## src/rtl/pixel_readout_ctrl.sv

```systemverilog
// Pixel readout sequencer: erase, exposure with VBN1 strobes, single-slope ramp conversion, code delivery.
// Latency: ERASE_CYCLES + 2*EXPOSE_PULSES + k + 1 cycles from first erase cycle to data_valid (crossing code k).
// Backpressure: data/data_valid held in OUTPUT until data_ready; start ignored while busy (no queuing).
// Build option PIXEL_CDS_EN: adds a reset-level ramp (CONV_RST) after erase; data = signal - reset, floored at 0.

module pixel_readout_ctrl #(
   parameter int RESOLUTION    = 8,
   parameter int ERASE_CYCLES  = 5,
   parameter int EXPOSE_PULSES = 255
) (
   input  logic                  clk,
   input  logic                  reset,
   input  logic                  start,
   input  logic                  cmp,
   input  logic                  data_ready,
   output logic                  erase,
   output logic                  expose,
   output logic                  vbn1,
   output logic                  convert,
   output logic [RESOLUTION-1:0] ramp_code,
   output logic [RESOLUTION-1:0] data,
   output logic                  data_valid,
   output logic                  busy
);

   // One phase counter serves both ERASE and EXPOSE; size it for the longer of the two.
   localparam int CNT_SPAN = (2 * EXPOSE_PULSES > ERASE_CYCLES) ? 2 * EXPOSE_PULSES : ERASE_CYCLES;
   localparam int CW       = (CNT_SPAN > 1) ? $clog2(CNT_SPAN) : 1;

   localparam logic [CW-1:0]         ERASE_LAST  = CW'(ERASE_CYCLES - 1);
   localparam logic [CW-1:0]         EXPOSE_LAST = CW'(2 * EXPOSE_PULSES - 1);
   localparam logic [RESOLUTION-1:0] MAX_CODE    = {RESOLUTION{1'b1}};

   typedef enum logic [2:0] {
      S_IDLE,
      S_ERASE,
`ifdef PIXEL_CDS_EN
      S_CONV_RST,
`endif
      S_EXPOSE,
      S_CONVERT,
      S_OUTPUT
   } state_t;

   state_t                  state, state_n;
   logic [CW-1:0]           cnt, cnt_n;
   logic [RESOLUTION-1:0]   ramp_n;
   logic [RESOLUTION-1:0]   data_n;
   logic                    ramp_phase_n;
   logic                    ramp_done;

`ifdef PIXEL_CDS_EN
   logic [RESOLUTION-1:0]   rst_code, rst_code_n;
`endif

   // Ramp stops on the first comparator hit, or at full scale so the code never wraps.
   assign ramp_done = cmp || (ramp_code == MAX_CODE);

   // State and phase-counter registers.
   always_ff @(posedge clk) begin
      if (reset) begin
         state <= S_IDLE;
         cnt   <= '0;
      end else begin
         state <= state_n;
         cnt   <= cnt_n;
      end
   end

   // Next-state, counter, ramp and result computation.
   always_comb begin
      state_n = state;
      cnt_n   = cnt;
      ramp_n  = '0;
      data_n  = data;
`ifdef PIXEL_CDS_EN
      rst_code_n = rst_code;
`endif
      case (state)
         S_IDLE: begin
            if (start) begin
               state_n = S_ERASE;
               cnt_n   = '0;
            end
         end
         S_ERASE: begin
            if (cnt == ERASE_LAST) begin
`ifdef PIXEL_CDS_EN
               state_n = S_CONV_RST;
`else
               state_n = S_EXPOSE;
`endif
               cnt_n   = '0;
            end else begin
               cnt_n = cnt + 1'b1;
            end
         end
`ifdef PIXEL_CDS_EN
         S_CONV_RST: begin
            if (ramp_done) begin
               rst_code_n = ramp_code;
               state_n    = S_EXPOSE;
               cnt_n      = '0;
            end else begin
               ramp_n = ramp_code + 1'b1;
            end
         end
`endif
         S_EXPOSE: begin
            if (cnt == EXPOSE_LAST) begin
               state_n = S_CONVERT;
               cnt_n   = '0;
            end else begin
               cnt_n = cnt + 1'b1;
            end
         end
         S_CONVERT: begin
            if (ramp_done) begin
`ifdef PIXEL_CDS_EN
               data_n = (ramp_code >= rst_code) ? (ramp_code - rst_code) : '0;
`else
               data_n = ramp_code;
`endif
               state_n = S_OUTPUT;
            end else begin
               ramp_n = ramp_code + 1'b1;
            end
         end
         S_OUTPUT: begin
            if (data_valid && data_ready) begin
               state_n = S_IDLE;
            end
         end
         default: begin
            state_n = S_IDLE;
            cnt_n   = '0;
         end
      endcase
   end

   // The ramp/comparator runs in the signal conversion and, with CDS, the reset conversion.
   always_comb begin
      ramp_phase_n = (state_n == S_CONVERT);
`ifdef PIXEL_CDS_EN
      if (state_n == S_CONV_RST) begin
         ramp_phase_n = 1'b1;
      end
`endif
   end

   // Outputs registered from the next state so each pin lines up with the state it belongs to.
   always_ff @(posedge clk) begin
      if (reset) begin
         erase      <= 1'b0;
         expose     <= 1'b0;
         vbn1       <= 1'b0;
         convert    <= 1'b0;
         ramp_code  <= '0;
         data       <= '0;
         data_valid <= 1'b0;
         busy       <= 1'b0;
      end else begin
         erase      <= (state_n == S_ERASE);
         expose     <= (state_n == S_EXPOSE);
         vbn1       <= (state_n == S_EXPOSE) && cnt_n[0];
         convert    <= ramp_phase_n;
         ramp_code  <= ramp_n;
         data       <= data_n;
         data_valid <= (state_n == S_OUTPUT);
         busy       <= (state_n != S_IDLE);
      end
   end

`ifdef PIXEL_CDS_EN
   // Reset-level code captured at the end of CONV_RST, subtracted from the signal code.
   always_ff @(posedge clk) begin
      if (reset) begin
         rst_code <= '0;
      end else begin
         rst_code <= rst_code_n;
      end
   end
`endif

   // Pixel drives must never overlap.
   always @(posedge clk) begin
      if (!reset) begin
         assert ($onehot0({erase, expose, convert}));
      end
   end

endmodule

```

## config.mk

```make
export PLATFORM = sky130hd
export DESIGN_NAME = pixel_readout_ctrl
export DESIGN_NICKNAME = d
export VERILOG_FILES = /design/src/rtl/pixel_readout_ctrl.sv
export SDC_FILE = /design/constraint.sdc
export NUM_CORES = 1
export LEC_CHECK = 0
export BUFFER_PORTS_ARGS = -buffer_cell sky130_fd_sc_hd__buf_2
export CAP_MARGIN = 20
export CELL_PAD_IN_SITES_DETAIL_PLACEMENT = 1
export CELL_PAD_IN_SITES_GLOBAL_PLACEMENT = 1
export CORE_UTILIZATION = 28
export DETAILED_ROUTE_END_ITERATION = 6
export PLACE_DENSITY_LB_ADDON = 0.05
export SYNTH_ARGS = -nofsm -noshare
export SYNTH_HDL_FRONTEND = slang
export SYNTH_SLANG_ARGS = --single-unit
```

## constraint.sdc

```tcl
create_clock -name clk -period 5.1 [get_ports clk]
set_input_delay 1.02 -clock clk [delete_from_list [all_inputs] [get_ports clk]]
set_output_delay 1.02 -clock clk [all_outputs]
set_load 0.02 [all_outputs]
```

==> results of run 1 <==
layer usage:
layer	routed length [um]	vias up	share of wire [%]	track usage (%)
met5	0	-	0	0
met1	1970	697	46	18.4
met3	114	7	2.7	2.82
met2	2120	17	50	27.0
li1	-	680	-	-
met4	63	0	1.5	5.66
cell families (layout without fill, tap and decap cells):
family / Yosys count / after routing / synth area share (%)
AO/OA/AOI/OAI: 47 / 47 / 19.9
XOR/XNOR: 8 / 8 / 4.39
adder cells (fa/ha/maj): 4 / 4 / 3.13
buffers and inverters: 13 / 38 / 3.92
flip-flops: 34 / 34 / 42.6
AND/OR/NAND/NOR: 67 / 67 / 26.0
where the power goes:
part | leakage (nW) | switching [mW] | internal, mW | total (mW)
registers | 0.275 | 0.00317 | 0.268 | 0.271
logic | 0.379 | 0.0205 | 0.0117 | 0.0322
clock network | 0.0472 | 0.104 | 0.109 | 0.213
sequential cells by signal (all words and copies together) (netlist names):
name,flops
busy,1
data_valid,1
cnt,9
data,8
erase,1
ramp_code,8
expose,1
state,3
convert,1
vbn1,1
layout by cell type (no fill, tap or decap), types with 5 or more instances in the layout:
cell,n
nor2_1,15
a21oi_1,17
buf_2,26
dfxtp_1,34
o21ai_0,8
xor2_1,5
clkbuf_8,6
nand3_1,13
nand2_1,9
worst reg2reg max path: cells and delay by family, from the launching register on:
kind                     cells  cell delay [ns]
AO/OA/AOI/OAI                2             0.77
AND/OR/NAND/NOR              2             0.56
flip-flops                   1             0.44
adder cells (fa/ha/maj)      1             0.24
worst min path at each step:
stage	end	slack (ns)	cells after the start
finish	data[6]	0.49	2
global route	data[0]	0.51	2
CTS	data[0]	0.49	2
detailed placement	data[0]	0.47	2
global placement	data[3]	0.46	2
floorplan	cnt[1]	0.47	2
cell type report:
class                      instances  area [um^2]
sequential                        34          681
inverter                           4         15.0
timing repair buffer              26          130
clock inverter                     2         12.5
clock buffer                       6         82.6
fill                             665         3640
tap                               72         90.1
multi-input combinational        126          853
stage by stage:
step           std cells  power (mW)  setup WS [ns]
4_1_cts              270       0.525           2.95
3_3_place_gp         262       0.310           2.85
5_1_grt              270       0.538           2.83
6_report             270       0.516           2.99
2_1_floorplan        173       0.300           3.07
3_5_place_dp         262       0.310           2.77
==> key figures, run 1 <==
Run status
  – Status: complete, no violations

Timing
  – WHS: between 0.4 and 0.5 ns
  – FMAX: approximately 470 MHz
  – Slew margin rel.: roughly 63%
  – Worst-Margin Slew: between 0.5 and 0.6 ns
  – RSZ-0062 raised after global routing: no
  – Slew Viols, Final: 0
  – Fin. Hold Viols: 0
  – Count of final setup violators: 0
  – Final min period: around 2.1 ns
  – Final Skew: 0.00435 ns
  – Final period utilization: 41.5%
  – Fin Setup TNS: 0 ns

Placed design
  – Buffers on Ports: 26
  – Placed wire-length estimate: 3190 um
  – Global placer's final weighted congestion: 0.800
  – Placed cell areas: 1770 um^2

Clocking
  – H-tree lvl count: 2
  – Post-CTS Repair Setup Buffers: 0
  – CTS Buf Count: 5
  – Root Buffer: clkbuf_8
  – Worst-Skew Late Latency: just under 0.3 ns
  – Clk sink count: 34
  – Clock slew at reported path FFs: about 0.070 ns
  – Post_cts resized: 0
  – Clk buf depth: 2
  – CTS tree: yes
  – Hold buffers post-CTS: 0

Detailed routing
  – Pre-Repair DR Iteration Count: 6
  – Routed Antenna Nets: 0
  – Wire per inst: about 16 um
  – DRC: 0
  – Vias post-DR: roughly 1,400
  – Number of vias per cell: roughly 5.2
  – Total wire length: 4270 um
  – Iter 0 DRT Violations: 24

Logic synthesis
  – Top FF cell, synth: dfxtp_1
  – Main area contributors after synthesis: dfxtp_1 43%, a21oi_1 5.3%, nand3_1 4.1%, nor2_1 3.5%, ha_1 3.1%
  – Distinct cells, synth: 46
  – #FFs+latches synth: 34
  – Mapped Avg Cell Area: between 9 and 10 um^2
  – Gate count of the mapped netlist: 173
  – Syn_nets: about 180
  – Post-synth EDFFs: 0
  – Synth Warn #: 0
  – Top cells by count, synth: 34 x dfxtp_1, 17 x a21oi_1, 15 x nor2_1
  – Post-synth top area cell: dfxtp_1
  – Post-synth ARST share: 0%
  – Top-count cell post-synth: dfxtp_1
  – Sequential fraction of the synthesis area: between 40% and 50%
  – Mapped Area: around 1600 um^2
  – Yosys top cell area share: 42.6%

Floorplan
  – Core area: about 5500 um^2
  – Row count: 27
  – DIE AREA: ~6000 um^2
  – Initial Utilization: ~29%
  – Die width: 77.5 um
  – Die height: around 78 um
  – IO Count: 27

Setup path
  – Setup crit start: ramp_code[0]
  – Cells along the critical path: ha_1 > and4_1 > a41o_1 > o221ai_1 > and4b_1
  – CP Depth: 5
  – Critical path destination: vbn1
  – Setup crit end kind: flip-flop
  – Largest stage delay, worst path: 0.45 ns
  – Delay-heaviest family, CP: compound AO/OA/AOI/OAI gates
  – Worst path slowest cell: a41o_1
  – Reg-to-reg startpoint: ramp_code[0]
  – WS Path Type: flip-flop to flip-flop
  – Critical-path maximum fanout: 10
  – Worst reg2reg path endpoint: vbn1
  – Reg2reg setup slack: about 3.0 ns
  – Crit path launch type: flip-flop
  – Reg2Reg Depth: 5
  – Critical path buffers and inverters: 0
  – Critical Path AT: 2.29 ns
  – Worst EP required: about 5.3 ns

Pwr
  – Leakage power total: between 0.7 and 0.8 nW
  – Peak VDD IR: approximately 0.11 mV
  – Cell Pwr Density: approximately 280 nW/um^2

Cells and area
  – Layout cells sized above 1: between 20% and 30%
  – Syn-to-layout area delta: 16.8%
  – ANT cells: 0
  – Final #Nets: between 200 and 250
  – Final core occ: around 34%
  – Cell area after layout: 1860 um^2

Min path
  – Min-Delay Startpoint: data[6]
  – Min-Delay Path Class: flip-flop to flip-flop

GRT
  – Vias in the first global route: approximately 1,400
  – First-pass GRT wire length: slightly above 7000 um
  – Total gr overflow: 0
  – Pin count of the biggest net entering global routing: 15
  – GRT Total Usage: about 15%
  – Initial antenna violation count: 0

Run
  – Max-cap violations: 0
(Power assumes the default switching activity.)
==> run 2: changes to the inputs <==
--- a/config.mk
+++ b/config.mk
@@ -5,6 +5,7 @@
 export SDC_FILE = /design/constraint.sdc
 export NUM_CORES = 1
 export LEC_CHECK = 0
+export ABC_AREA = 1
 export BUFFER_PORTS_ARGS = -buffer_cell sky130_fd_sc_hd__buf_2
 export CAP_MARGIN = 20
 export CELL_PAD_IN_SITES_DETAIL_PLACEMENT = 1
==> constraint.sdc (replaced) <==
create_clock -name clk -period 1.85 [get_ports clk]
set_input_delay 0.37 -clock clk [delete_from_list [all_inputs] [get_ports clk]]
set_output_delay 0.37 -clock clk [all_outputs]
set_load 0.02 [all_outputs]
==> key figures, run 2 <==
Placed design
  – Placed cell areas: 1820 um^2 (+2.8%)
  – Placed wire-length estimate: 3090 um (-3.1%)
  – Buffers on Ports: 26 (unchanged)
  – Global placer's final weighted congestion: 0.725 (-9.5%)

Cells and area
  – Layout cells sized above 1: 26.7% (+2.4 points)
  – Leading cell types in the layout, fill and taps excluded: 40 x nand2_1, 34 x dfxtp_1, 26 x buf_2
  – Syn-to-layout area delta: 21.1%
  – Regs by FF count: cnt x9, data x8, ramp_code x8
  – Area of the multi-input gates: 793 um^2 (-7.0%)
  – Max reg flops: 9 (unchanged)
  – Final #Nets: 249 (+21%)
  – Cell area after layout: 1930 um^2 (+3.6%)
  – Commonest non-fill, non-tap cell in the layout: nand2_1
  – Reg area: 681 um^2 (unchanged)
  – Biggest register: cnt
  – ANT cells: 0 (unchanged)
  – Fill count: 691 (+3.9%)

Logic synthesis
  – Synth Warn #: 0 (unchanged)
  – Distinct cells, synth: 27 (-41%)
  – Syn_nets: 216 (+19%)
  – Main area contributors after synthesis: dfxtp_1 43%, nand2_1 9.4%, nand3_1 7.5%, inv_1 5.4%, nor2_1 5.4%
  – Top-count cell post-synth: nand2_1
  – Post-synth ARST share: 0% (unchanged)
  – Post-synth EDFFs: 0 (unchanged)
  – Yosys top cell area share: 42.7% (about the same)
  – Synth Area in XOR/XNOR: 2.20% (-2.2 points)
  – Sequential fraction of the synthesis area: 42.7% (about the same)
  – Top FF cell, synth: dfxtp_1
  – Gate count of the mapped netlist: 207 (+20%)
  – Main combinational cell family by area after synthesis: simple AND/OR/NAND/NOR gates
  – Mapped Avg Cell Area: 7.71 um^2 (-16%)
  – Top cells by count, synth: 40 x nand2_1, 34 x dfxtp_1, 24 x nand3_1
  – #FFs+latches synth: 34 (unchanged)
  – Mapped Area: 1600 um^2 (about the same)
  – Synth Area in Compound Gates: 6.12% (-14 points)
  – Post-Synth Simple-Gate Area: 38.3% (+12 points)
  – Post-synthesis mux area share: 0% (unchanged)
  – Synth Area in Adders: 3.14% (about the same)
  – Post-synth top area cell: dfxtp_1

GRT
  – Total gr overflow: 0 (unchanged)
  – First-pass GRT wire length: 6590 um (-8.4%)
  – Pin count of the biggest net entering global routing: 13 (-2)
  – Initial antenna violation count: 0 (unchanged)
  – Vias in the first global route: 1,403 (-2.1%)
  – GRT Total Usage: 14.2% (-1.1 points)

Detailed routing
  – Routed Antenna Nets: 0 (unchanged)
  – Vias post-DR: 1,368 (-2.4%)
  – Number of vias per cell: 4.38 (-15%)
  – Total wire length: 3870 um (-9.4%)
  – Wire per inst: 12.4 um (-22%)
  – Iter 0 DRT Violations: 21 (-13%)
  – DRC: 0 (unchanged)
  – Pre-Repair DR Iteration Count: 4 (-2)

Timing
  – Final min period: 1.57 ns (-0.550 ns)
  – Final Skew: 0.00452 ns (+0.000171 ns)
  – Worst-Margin Slew: 0.403 ns (-0.145 ns)
  – WHS: 0.461 ns (-0.0238 ns)
  – Fin. Hold Viols: 0 (unchanged)
  – Slew margin rel.: 72.9% (+9.6 points)
  – Count of final setup violators: 0 (unchanged)
  – RSZ-0062 raised after global routing: no
  – FMAX: 639 MHz (+35%)
  – Fin Setup TNS: 0 ns (unchanged)
  – Slew Viols, Final: 0 (unchanged)
  – Final period utilization: 84.6% (+43 points)

Clocking
  – Clock slew at reported path FFs: 0.07 ns (about the same)
  – Post-CTS Repair Setup Buffers: 0 (unchanged)
  – Post_cts resized: 0 (unchanged)
  – Clk sink count: 34 (unchanged)
  – Worst-Skew Late Latency: 0.28 ns (about the same)
  – CTS Buf Count: 5 (unchanged)
  – Hold buffers post-CTS: 0 (unchanged)
  – Clk buf depth: 2 (unchanged)
  – CTS tree: yes
  – Root Buffer: clkbuf_8
  – H-tree lvl count: 2 (unchanged)

Floorplan
  – Initial Utilization: 29.0% (about the same)
  – IO Count: 27 (unchanged)
  – Die height: 77.5 um (about the same)
  – DIE AREA: 6000 um^2 (about the same)
  – Row count: 27 (unchanged)
  – Die width: 77.5 um (about the same)
  – Core area: 5510 um^2 (unchanged)

Min path
  – Min-Delay Path Class: flip-flop to flip-flop

Pwr
  – Switching part of the total: 22.0% (-2.8 points)
  – Peak VDD IR: 0.352 mV (+220%)
  – Total chip power: 1.54 mW (+200%)
  – Leakage power total: 0.869 nW (+24%)
  – Reg power frac: 48.7% (-3.9 points)
  – Sw Pwr: 0.338 mW (+160%)
  – Clock Power Share: 45.2% (+4.0 points)
  – Internal Pwr Total: 1.20 mW (+210%)
  – Cell Pwr Density: 796 nW/um^2 (+190%)
  – Power share of the combinational group: 6.2% (about the same)

Setup path
  – Critical Path AT: 1.73 ns (-0.56 ns)
  – Crit path launch type: flip-flop
  – Largest stage delay, worst path: 0.39 ns (-0.06 ns)
  – Setup crit end kind: flip-flop
  – Critical-path maximum fanout: 5 (-5)
  – Cells along the critical path: ha_1 > nand2_1 > nor2_2 > nand2_2 > nand3_4 > nand4_1 > nand2_1 > nand3_1
  – Worst EP required: 2.02 ns (-3.26 ns)
  – Worst path slowest cell: dfxtp_1
  – CP dominant cell by count: nand2_1
  – Delay-heaviest family, CP: simple AND/OR/NAND/NOR gates
  – WS Path Type: flip-flop to flip-flop
  – Critical path buffers and inverters: 0 (unchanged)

Run status
  – Status: complete, no violations

Run
  – Max-cap violations: 0 (unchanged)
==> run 2: cell count changes after synthesis, moves of 4 or more <==
cell,delta
nand2_1,+31
nor2_1,+8
nand2_2,+6
a21oi_1,-8
o31ai_1,-4
inv_2,+5
nor2b_1,-4
inv_1,+19
nand3_1,+11
nor2_2,+5
nand2_4,+4
==> run 2: power groups by stage <==
stage / Clock, mW / Combinational [mW] / Sequential (mW)
final: 0.695 / 0.0948 / 0.749
after CTS: 0.724 / 0.0972 / 0.749
after global placement: 0 / 0.0967 / 0.765
after floorplan: 0 / 0.0621 / 0.769
after global routing: 0.755 / 0.108 / 0.749
after detailed placement: 0 / 0.0965 / 0.766
==> run 2: path summary, 6_finish.rpt <==
check	start	endpoint	depth (start not counted)	slack, ns
setup reg to reg	ramp_code[0]	busy	8	0.28
hold / removal	data[5]	data[5]	2	0.46
setup / recovery	ramp_code[0]	busy	8	0.28
hold reg to reg	data[5]	data[5]	2	0.46
==> run 2: per-stage QoR <==
stage	util (%)	setup WS, ns	instances
after floorplan	-	0.356	207
after global placement	33.0	0.243	305
after detailed placement	33.0	0.244	305
after CTS	35.1	0.243	312
after global routing	35.1	0.0438	312
final	35.1	0.285	312
==> run 2: kinds of logic after synthesis <==
group | count (synthesis)
adder cells (fa/ha/maj) | 4
AND/OR/NAND/NOR | 116
AO/OA/AOI/OAI | 18
flip-flops | 34
XOR/XNOR | 4
buffers and inverters | 31
==> run 2: routing by layer <==
metal	GRT usage, %	up-vias	wire (um)
met2	24.0	25	1800
met3	3.88	8	154
li1	-	722	-
met4	5.28	0	76
met1	17.1	613	1840
met5	0	-	0
==> run 2: area by class of cell <==
class	count	area share, %
repair buffers	27	7.12
clock buffers	6	4.27
inverters	30	6.09
clock inverters	1	1.55
flip-flops and latches	34	35.2
well taps	72	4.66
multi-input cells	142	41.1
==> run 2: worst min-delay path, delay by kind of cell, from the launching register on <==
| family | cells | cell delay [ns] |
|---|---|---|
| flops | 1 | 0.31 |
| compound gates | 1 | 0.05 |
| simple gates | 1 | 0.06 |
==> run 3: changes to the inputs <==
==> constraint.sdc (replaced) <==
create_clock -name clk -period 1.3 [get_ports clk]
set_input_delay 0.26 -clock clk [delete_from_list [all_inputs] [get_ports clk]]
set_output_delay 0.26 -clock clk [all_outputs]
set_load 0.02 [all_outputs]
==> key figures, run 3 (same netlist as run 2, synthesis figures left out) <==
Detailed routing
  – Iter 0 DRT Violations: 23 (+9.5%)
  – Total wire length: 4360 um (+13%)
  – Number of vias per cell: 4.25 (-3.0%)
  – Vias post-DR: 1,505 (+10%)
  – Routed Antenna Nets: 0 (unchanged)
  – Pre-Repair DR Iteration Count: 4 (unchanged)
  – Wire per inst: 12.3 um (-0.78%)
  – DRC: 0 (unchanged)

Clocking
  – Root Buffer: clkbuf_8
  – CTS Buf Count: 5 (unchanged)
  – Clk buf depth: 2 (unchanged)
  – Clk sink count: 34 (unchanged)
  – H-tree lvl count: 2 (unchanged)
  – Worst-Skew Late Latency: 0.28 ns (about the same)
  – Hold buffers post-CTS: 0 (unchanged)
  – Clock slew at reported path FFs: 0.07 ns (about the same)
  – CTS tree: yes

Pwr
  – Sw Pwr: 0.514 mW (+52%)
  – Reg power frac: 50.8% (+2.1 points)
  – Internal Pwr Total: 1.57 mW (+31%)
  – Power share of the combinational group: 10.6% (+4.4 points)
  – Clock Power Share: 38.5% (-6.7 points)
  – Switching part of the total: 24.6% (+2.7 points)
  – Cell Pwr Density: 837 nW/um^2 (+5.1%)
  – Peak VDD IR: 0.461 mV (+31%)
  – Total chip power: 2.09 mW (+36%)
  – Leakage power total: 1.11 nW (+28%)

Setup path
  – Delay-heaviest family, CP: buffers and inverters
  – Reg-to-reg startpoint: cnt[0]
  – Crit path launch type: flip-flop
  – Reg2reg setup slack: -0.09 ns (-0.38 ns)
  – Worst reg2reg path endpoint: erase
  – CP dominant cell by count: buf_4
  – Largest stage delay, worst path: 0.37 ns (-0.02 ns)
  – Critical Path AT: 1.62 ns (-0.11 ns)
  – Critical-path maximum fanout: 3 (-2)
  – Reg2Reg Depth: 10 (+2)
  – Setup crit end kind: flip-flop
  – Cells along the critical path: inv_4 > ha_4 > nand2_2 > nor2_2 > buf_4 > buf_4 > nand3_1 > nand3_2 > buf_4 > nor2_1
  – WS Path Type: flip-flop to flip-flop
  – Critical path buffers and inverters: 4 (+4)
  – Worst EP required: 1.52 ns (-0.50 ns)
  – Worst path slowest cell: dfxtp_4

Placed design
  – Buffers on Ports: 26 (unchanged)
  – Global placer's final weighted congestion: 0.710 (-2.0%)
  – Placed wire-length estimate: 3290 um (+6.5%)
  – Placed cell areas: 2120 um^2 (+17%)

Cells and area
  – Layout cells sized above 1: 52.5% (+26 points)
  – ANT cells: 0 (unchanged)
  – Syn-to-layout area delta: 56.3%
  – Leading cell types in the layout, fill and taps excluded: 41 x buf_4, 29 x nand2_1, 29 x dfxtp_1
  – Biggest register: cnt
  – Commonest non-fill, non-tap cell in the layout: buf_4
  – Final #Nets: 290 (+16%)
  – Cell area after layout: 2490 um^2 (+29%)
  – Regs by FF count: cnt x9, data x8, ramp_code x8
  – Max reg flops: 9 (unchanged)
  – Final core occ: 45.3% (+10 points)

Timing
  – Slew margin rel.: 84.7% (+12 points)
  – Worst-Margin Slew: 0.228 ns (-0.175 ns)
  – FMAX: 717 MHz (+12%)
  – Fin. Hold Viols: 0 (unchanged)
  – WHS: 0.229 ns (-0.232 ns)
  – Final WS setup: -0.0937 ns (-0.378 ns)
  – Slew Viols, Final: 0 (unchanged)
  – Fin Setup TNS: -0.646 ns (-0.646 ns)
  – Final min period: 1.39 ns (-0.172 ns)
  – RSZ-0062 raised after global routing: yes
  – Final Skew: 0.00673 ns (+0.00221 ns)
  – Final period utilization: 107% (+23 points)
  – Count of final setup violators: 17 (+17)

Floorplan
  – IO Count: 27 (unchanged)
  – Initial Utilization: 29.0% (unchanged)
  – Core area: 5510 um^2 (unchanged)
  – Die width: 77.5 um (unchanged)
  – Row count: 27 (unchanged)
  – Die height: 77.5 um (unchanged)
  – DIE AREA: 6000 um^2 (unchanged)

GRT
  – Vias in the first global route: 1,483 (+5.7%)
  – First-pass GRT wire length: 6910 um (+4.9%)
  – Initial antenna violation count: 0 (unchanged)
  – GRT Total Usage: 15.2% (+0.94 points)
  – Total gr overflow: 0 (unchanged)
  – Pin count of the biggest net entering global routing: 11 (-2)

Min path
  – Min-Delay Startpoint: reset
  – Min-Delay Path Class: primary input to flip-flop
  – Hold depth: 2 (unchanged)
  – Hold endpoint: expose

Run
  – Max-cap violations: 0 (unchanged)

Run status
  – Status: finished with violations
  – Failing checks: negative setup slack
run 3: cell type report:
type | count | area [um^2]
sequential | 34 | 694
timing repair buffer | 68 | 458
multi-input combinational | 142 | 1030
clock buffer | 7 | 86.3
tap | 72 | 90.1
inverter | 30 | 125
fill | 676 | 3010
clock inverter | 1 | 5.00
run 3: worst max-delay path by stage:
stage                       startpoint     end  slack [ns]  cells after the start
after floorplan           ramp_code[1]    busy       -0.01                      8
after global placement          cnt[1]  cnt[1]       -0.13                     11
after detailed placement        cnt[1]  cnt[1]       -0.17                     11
after CTS                       cnt[0]  cnt[1]       -0.10                     11
after global routing            cnt[0]    busy       -0.21                      9
final                           cnt[0]   erase       -0.09                     10
run 3: through the flow:
stage	std cells	worst slack [ns]
global route	354	-0.212
finish	354	-0.0937
floorplan	207	-0.0101
CTS	349	-0.102
detailed placement	339	-0.173
global placement	339	-0.133
run 3: metal layers:
metal  track usage (%)  up-vias  wire (um)
met4              4.53        0         25
met1              17.0      676       1950
met5                 0        -          0
met2              27.4       23       2250
met3              4.47        2        143
li1                  -      804          -
run 3: power by group through the flow:
stage	Sequential (mW)	Combinational, mW	Clock (mW)
floorplan	1.09	0.0882	0
global placement	1.08	0.178	0
detailed placement	1.08	0.176	0
CTS	1.06	0.191	0.845
global route	1.06	0.245	0.887
finish	1.06	0.222	0.804
run 3: timing repair:
item | in CTS | in global routing
pin swaps | 8 | 24
resized for setup | 8 | 46
buffers inserted | 2 | 5
setup endpoints to repair | 14 | 26
